[src/rtl/fetch_responder.sv]
`default_nettype none
// ---------------------------------------------------------------------------
// fetch_responder : PC-to-imem fetch handshake with freeze and flush discard
// Revision 1.0
// ---------------------------------------------------------------------------
module fetch_responder #(
   parameter int ADDR_WIDTH = 32,
   parameter int DATA_WIDTH = 32
) (
   input  logic                  clk,
   input  logic                  rst,
   input  logic [ADDR_WIDTH-1:0] pc,
   input  logic                  fetch_en,
   input  logic                  flush,
   output logic                  mem_req,
   output logic [ADDR_WIDTH-1:0] mem_addr,
   input  logic                  mem_ready,
   input  logic [DATA_WIDTH-1:0] mem_rdata,
   output logic [DATA_WIDTH-1:0] instruction,
   output logic                  instr_valid,
   output logic                  freeze
);

   typedef enum logic [1:0] {
      IDLE    = 2'd0,
      WAIT    = 2'd1,
      DISCARD = 2'd2
   } state_t;

   state_t                r_state;
   state_t                w_next;
   logic                  w_load_addr;
   logic                  w_deliver;
   logic                  w_freeze;
   logic                  r_mem_req;
   logic [ADDR_WIDTH-1:0] r_mem_addr;
   logic [DATA_WIDTH-1:0] r_instruction;
   logic                  r_instr_valid;

   always_comb begin
      w_next      = r_state;
      w_load_addr = 1'b0;
      w_deliver   = 1'b0;
      w_freeze    = 1'b0;
      case (r_state)
         IDLE: begin
            w_freeze = fetch_en & ~flush;
            if (fetch_en && !flush) begin
               w_next      = WAIT;
               w_load_addr = 1'b1;
            end
         end
         WAIT: begin
            w_freeze = ~(mem_ready | flush);
            if (mem_ready) begin
               // flush beats a same-cycle mem_ready: the word is dropped
               w_next    = IDLE;
               w_deliver = ~flush;
            end else if (flush) begin
               w_next = DISCARD;
            end
         end
         DISCARD: begin
            w_freeze = ~flush;
            if (mem_ready) begin
               w_next = IDLE;
            end
         end
         default: begin
            w_next = IDLE;
         end
      endcase
      if (!rst) begin
         w_freeze = 1'b0;
      end
   end

   always_ff @(posedge clk or negedge rst) begin
      if (!rst) begin
         r_state       <= IDLE;
         r_mem_req     <= 1'b0;
         r_mem_addr    <= '0;
         r_instruction <= '0;
         r_instr_valid <= 1'b0;
      end else begin
         r_state       <= w_next;
         // the memory request is held for as long as a transaction is open
         r_mem_req     <= (w_next != IDLE);
         r_instr_valid <= w_deliver;
         if (w_load_addr) begin
            r_mem_addr <= pc;
         end
         if (w_deliver) begin
            r_instruction <= mem_rdata;
         end
      end
   end

   assign mem_req     = r_mem_req;
   assign mem_addr    = r_mem_addr;
   assign instruction = r_instruction;
   assign instr_valid = r_instr_valid;
   assign freeze      = w_freeze;

endmodule
`default_nettype wire

[config.mk]
export PLATFORM = sky130hd
export DESIGN_NAME = fetch_responder
export DESIGN_NICKNAME = d
export VERILOG_FILES = /design/src/rtl/fetch_responder.sv
export SDC_FILE = /design/constraint.sdc
export NUM_CORES = 1
export LEC_CHECK = 0
export BUFFER_PORTS_ARGS = -buffer_cell sky130_fd_sc_hd__buf_2
export CORE_MARGIN = 2
export CORE_UTILIZATION = 31
export DETAILED_ROUTE_END_ITERATION = 10
export GPL_TIMING_DRIVEN = 1
export HOLD_SLACK_MARGIN = 0.15
export SLEW_MARGIN = 15
export SYNTH_ARGS = -nofsm -noshare
export SYNTH_HDL_FRONTEND = slang
export SYNTH_SLANG_ARGS = --single-unit
[constraint.sdc]
create_clock -name clk -period 1.6 [get_ports clk]
set_input_delay 0.16 -clock clk [delete_from_list [all_inputs] [get_ports clk]]
set_output_delay 0.16 -clock clk [all_outputs]
set_load 0.005 [all_outputs]
==> results of run 1 <==
[worst max-delay path: stages, from the launching register on]
cell and delay (ps):
dfrtp_2 440, buf_12 140, nor4b_4 260, buf_6 190
clkbuf_16 180, mux2_4 300
[worst paths after layout]
check                                                 start                           to  slack [ps]  cells after the start
worst max-delay path                   r_state[0]$_DFF_PN0_     mem_addr[31]$_DFFE_PN0N_         -30                      5
worst min-delay path                              mem_ready            mem_req$_DFF_PN0_         190                      3
worst max register to register         r_state[0]$_DFF_PN0_     mem_addr[31]$_DFFE_PN0N_         -30                      5
worst min register to register  instruction[10]$_DFFE_PN0P_  instruction[10]$_DFFE_PN0P_         500                      1
max in group asynchronous                               rst         r_state[0]$_DFF_PN0_         870                      3
min in group asynchronous                               rst   instruction[5]$_DFFE_PN0P_         410                      3
[sequential cells by signal, summed over array words and instances (netlist names)]
signal and count:
mem_addr 32, instruction 32, mem_req 1, instr_valid 1
r_state 2
[kinds of logic (layout without fill, tap and decap cells)]
family	count (synthesis)	count (layout)
buffers and inverters	8	237
flip-flops	68	68
AO/OA/AOI/OAI	4	4
multiplexers	64	64
AND/OR/NAND/NOR	9	9
[where the power goes]
part           internal [mW]  leakage, nW  total [mW]  switching (mW)
logic                   1.02         1.39        1.53           0.507
registers               2.17        0.811        2.39           0.224
clock network          0.561       0.0803        1.19           0.626
[layer usage]
| metal | share of wire | up-vias |
|---|---|---|
| li1 | - | 994 |
| met1 | 0.41 | 1039 |
| met3 | 0.066 | 4 |
| met4 | 0.0058 | 0 |
| met2 | 0.52 | 80 |
| met5 | 0 | - |
[cell type report]
type | instances | share of cell area
clock inverter | 4 | 0.00567
sequential | 68 | 0.368
tap | 105 | 0.0284
timing repair buffer | 221 | 0.354
clock buffer | 12 | 0.0292
multi-input combinational | 77 | 0.215
[cell usage after synthesis, drive strengths merged]
master    n
nor4b     1
mux2     64
o21bai    1
nor4bb    1
nand3b    2
nor2      1
dfrtp    68
or3b      2
buf       8
nand2b    2
a2111oi   1
a21oi     2
[timing repair]
action / in CTS / in global routing
cloned: 0 / 6
pin swaps: 1 / 2
resized for setup: 5 / 55
setup endpoints to repair: 21 / 65
hold endpoints to repair: 134 / 0
buffers inserted: 4 / 3
hold buffers: 69 / 0
==> key figures, run 1 <==
Floorplanning
  • Core area: 8180 µm²
  • Die Wd: around 96 µm
  • Ports: 136
  • Die Y: approximately 96 µm
  • Initial Util: 0.318
  • Area of the die: around 9100 µm²
  • Row count: 33

Clock tree
  • Clock tree root driver cell: clkbuf_8
  • # H-tree levels: 3
  • Clk pin slew, worst setup/hold paths: approximately 60 ps
  • Max Root-Sink Buffers: 2
  • Skew-Pair Late Insertion Delay: roughly 340 ps
  • CTS tree: built
  • Clk sinks: 68
  • CTS buffer count: 9

Outcome
  • Status: finished with violations
  • Failing checks: setup timing

Synth
  • Synth Area per Inst: 17.0 µm²
  • Adder-Cell Fraction of Synth Area: 0
  • Most area-consuming cells after synthesis: dfrtp_1, mux2_2, buf_6, nor4b_4, buf_4
  • Synth Area in XOR/XNOR: 0
  • Largest family of logic cells by synthesized area: multiplexers
  • Post-Syn Area: about 2600 µm²
  • Cell accounting for the most synthesized area: dfrtp_1
  • Yosys cell types: 15
  • Synth Area in Simple Gates: 0.0317
  • Post-synthesis cell count: roughly 150
  • Syn nets: roughly 220
  • Proportion of synthesized area in mux cells: 0.277
  • Synth top area share: 0.654
  • Flops & latches, synth: between 60 and 70
  • Yosys warning count: 0
  • Register area share after synthesis: 0.654
  • Synth Area in Compound Gates: 0.0101

Detailed routing
  • Via count: 2117
  • Routed wire length: roughly 7300 µm
  • Initial DRC Count: 23
  • DR pass1 iterations: 4
  • DRC violations left: 0
  • Avg Vias per Cell: 4.35
  • Routed wire per std cell: between 10 and 15 µm
  • Routed Antenna Nets: 0

Finish
  • Commonest non-fill, non-tap cells in the layout: buf_2, dlygate4sd3_1, dfrtp_1, mux2_4, mux2_2
  • Storage cell area: approximately 1700 µm²
  • Multi-input gate area: 997 µm²
  • # fillers: between 600 and 700
  • Final Cell Area: 4630 µm²
  • Post-layout net count: 446
  • Most common cell after layout, fill and taps aside: buf_2
  • Area delta synth->final: 77.9%
  • Antenna Cells: 0
  • Non-Filler Instances: roughly 490
  • Share of cells above drive strength 1: 0.618
  • Final Util: 0.567

Critical path
  • Setup CP Type: reg -> reg
  • Startpoint type of the worst setup path: flop
  • Critical Path RT: ~1800 ps
  • Worst setup EP type: flop
  • Worst EP arrival: about 1800 ps
  • Critical path peak fanout: 8

Global route
  • GR Util met3: 0.0545
  • Vias in the first global route: ~2100
  • Total grt overflow: 0
  • Largest net degree at the start of global routing: 69
  • Initial antenna violation count: 0
  • Total global routing track utilization: 0.143
  • Global-route wire length before repair: between 9000 and 10000 µm
  • M1 GR Usage: 0.156
  • Top Usage Layer GRT: met2
  • Met2 usage: 0.253

Timing
  • Setup violators final: 32
  • Setup TNS: -345 ps
  • Minimum clock period: 1630 ps
  • Max-slew headroom: 0.737
  • Min setup slack post-route: -25.4 ps
  • Final period util: 1.02
  • Clk_skew: about 10 ps
  • Fin. max-slew vios: 0
  • Worst slew pin tran: slightly below 400 ps
  • Worst hold slack: 188 ps
  • Final Hold Violating Endpoints: 0
  • Max Freq: approximately 600 MHz
  • RSZ-0062 raised after global routing: yes

Pwr
  • Power, Total: 5.11 mW
  • Pwr per Cell Area: around 1100 nW/µm²
  • VDD IR max: about 0.00047 V
  • Static leakage: 2.28 nW

Placed design
  • Pre-CTS setup slack: -23.7 ps
  • Placed Cells: 389
  • Detail Placement HPWL: ~3800 µm
  • IO Port Bufs: approximately 140
  • Final GP Congestion: 0.692
  • Dpl cell area: approximately 3400 µm²

Flow run
  • Maxcap violations: 0

Hold path
  • Tightest Hold Check Type: in -> reg
No activity file was read; power rests on OpenSTA's default activity.
==> run 2: changes to the inputs <==
- CTS_BUF_LIST: default -> sky130_fd_sc_hd__clkbuf_4 sky130_fd_sc_hd__clkbuf_8
==> key figures, run 2 (same netlist as run 1, synthesis figures left out) <==
Detailed routing
  • DRC violations left: 0
  • Via count: 2115
  • Routed Antenna Nets: 0
  • Avg Vias per Cell: 4.34
  • Wire length on met3: 482 µm
  • Routed wire length: slightly above 7000 µm
  • DR pass1 iterations: 4
  • Initial DRC Count: 23
  • Max layer used: met4
  • Metal2 WL: 3750 µm
  • Met1 wire length: a little under 3000 µm
  • Routed wire per std cell: 14.9 µm

Pwr
  • Power, Total: 5.16 mW
  • Static leakage: roughly 2.3 nW
  • Pwr per Cell Area: roughly 1100 nW/µm²
  • VDD IR max: 0.000473 V

Finish
  • Final Cell Area: roughly 4600 µm²
  • Storage cell area: between 1500 and 2000 µm²
  • Share of cells above drive strength 1: 0.626
  • Antenna Cells: 0
  • # fillers: a little under 700
  • Area delta synth->final: 78.3%
  • Commonest non-fill, non-tap cells in the layout: buf_2, dlygate4sd3_1, dfrtp_1, mux2_4, mux2_2
  • Post-layout net count: 446
  • Most common cell after layout, fill and taps aside: buf_2
  • Multi-input gate area: 997 µm²

Hold path
  • Hold wc startpoint: mem_ready
  • Worst Hold Path Cells: 3
  • Tightest Hold Check Type: in -> reg
  • Worst Hold End: mem_req$_DFF_PN0_

Floorplanning
  • Ports: approximately 140
  • Core area: slightly above 8000 µm²
  • Area of the die: 9150 µm²
  • Row count: 33
  • Die Y: 95.6 µm
  • Initial Util: 0.318
  • Die Wd: approximately 96 µm

Outcome
  • Failing checks: setup timing
  • Status: finished with violations

Clock tree
  • Clk pin slew, worst setup/hold paths: 60 ps
  • CTS tree: built
  • Clk sinks: 68
  • CTS buffer count: 9
  • Clock tree root driver cell: clkbuf_8
  • Max Root-Sink Buffers: 2
  • # H-tree levels: 3
  • Skew-Pair Late Insertion Delay: about 340 ps

Global route
  • Total global routing track utilization: 0.143
  • Vias in the first global route: between 2000 and 2500
  • Largest net degree at the start of global routing: 69
  • Global-route wire length before repair: ~9800 µm
  • Initial antenna violation count: 0
  • Total grt overflow: 0

Critical path
  • CP peak stage delay: roughly 440 ps
  • Cell family with most CP delay: buffers and inverters
  • Worst EP arrival: 1830 ps
  • Worst-path cell chain: buf_12 > nor4b_4 > buf_6 > clkbuf_16 > mux2_4
  • Critical R2R Capture: mem_addr[31]$_DFFE_PN0N_
  • Critical path peak fanout: 8
  • Worst setup EP type: flop
  • Worst r2r path cells: 5
  • R2R Path Start: r_state[0]$_DFF_PN0_
  • CP max stage cell: dfrtp_2
  • CP bufs+invs: 3
  • Critical Path RT: around 1800 ps
  • Startpoint type of the worst setup path: flop
  • Setup CP Type: reg -> reg
  • Reg-to-reg slack, setup: -20 ps

Placed design
  • Detail Placement HPWL: around 3800 µm
  • Dpl cell area: between 3000 and 4000 µm²
  • Final GP Congestion: between 0.6 and 0.7
  • IO Port Bufs: around 140

Flow run
  • Maxcap violations: 0

Timing
  • Max Freq: between 600 and 700 MHz
  • Min setup slack post-route: -19.4 ps
  • Final Hold Violating Endpoints: 0
  • Final period util: 1.01
  • Max-slew headroom: 0.737
  • Minimum clock period: around 1600 ps
  • Fin. max-slew vios: 0
  • RSZ-0062 raised after global routing: yes
  • Worst slew pin tran: 385 ps
  • Clk_skew: between 10 and 15 ps
  • Setup violators final: 29
==> run 2: how the worst max path moves through the flow <==
stage / end / start / depth (start not counted)
2_1_floorplan: mem_addr[0]$_DFFE_PN0N_ / r_state[0]$_DFF_PN0_ / 4
3_3_place_gp: instruction[14]$_DFFE_PN0P_ / r_state[1]$_DFF_PN0_ / 3
3_5_place_dp: instruction[15]$_DFFE_PN0P_ / r_state[1]$_DFF_PN0_ / 3
4_1_cts: mem_addr[18]$_DFFE_PN0N_ / r_state[1]$_DFF_PN0_ / 4
5_1_grt: mem_addr[31]$_DFFE_PN0N_ / r_state[0]$_DFF_PN0_ / 5
6_report: mem_addr[31]$_DFFE_PN0N_ / r_state[0]$_DFF_PN0_ / 5
==> run 2: timing repair <==
action                     4_1_cts  5_1_grt
setup endpoints to repair       21       65
pin swaps                        1        2
hold endpoints to repair       134        0
cloned                           0        6
hold buffers                    69        0
gates resized for setup          5       55
setup buffers                    4        3
==> run 2: area by class of cell <==
type / instances / share of cell area
clock inverters: 4 / 0.00566
clock buffers: 12 / 0.0315
flip-flops and latches: 68 / 0.367
repair buffers: 221 / 0.353
well taps: 105 / 0.0283
multi-input cells: 77 / 0.215
==> run 2: routing by layer <==
layer / GRT usage / vias to the layer above
met3: 0.0545 / 4
met2: 0.253 / 80
met5: 0 / -
met4: 0.0464 / 0
li1: - / 994
met1: 0.156 / 1037
==> run 2: metrics by stage <==
step	setup TNS [ps]	cells	util	setup WS [ps]	hold WS [ps]
final	-240	487	0.568	-19.4	188
after global routing	-3640	487	0.568	-93.4	201
after CTS	-775	478	0.528	-43.1	162
after detailed placement	-315	389	0.417	-23.7	250
after global placement	0	389	0.417	2.50	239
after floorplan	0	153	-	33.7	-136
==> run 2: worst reg2reg max path, stage by stage (launching register included) <==
cell,delay (ps)
dfrtp_2,440
buf_12,140
nor4b_4,260
buf_6,180
clkbuf_16,180
mux2_4,300
==> run 2: power by group <==
| part | total (mW) | internal (mW) | switching (mW) |
|---|---|---|---|
| clock | 1.24 | 0.612 | 0.627 |
| combinational | 1.53 | 1.02 | 0.507 |
| sequential | 2.39 | 2.17 | 0.224 |
| total | 5.16 | 3.80 | 1.36 |
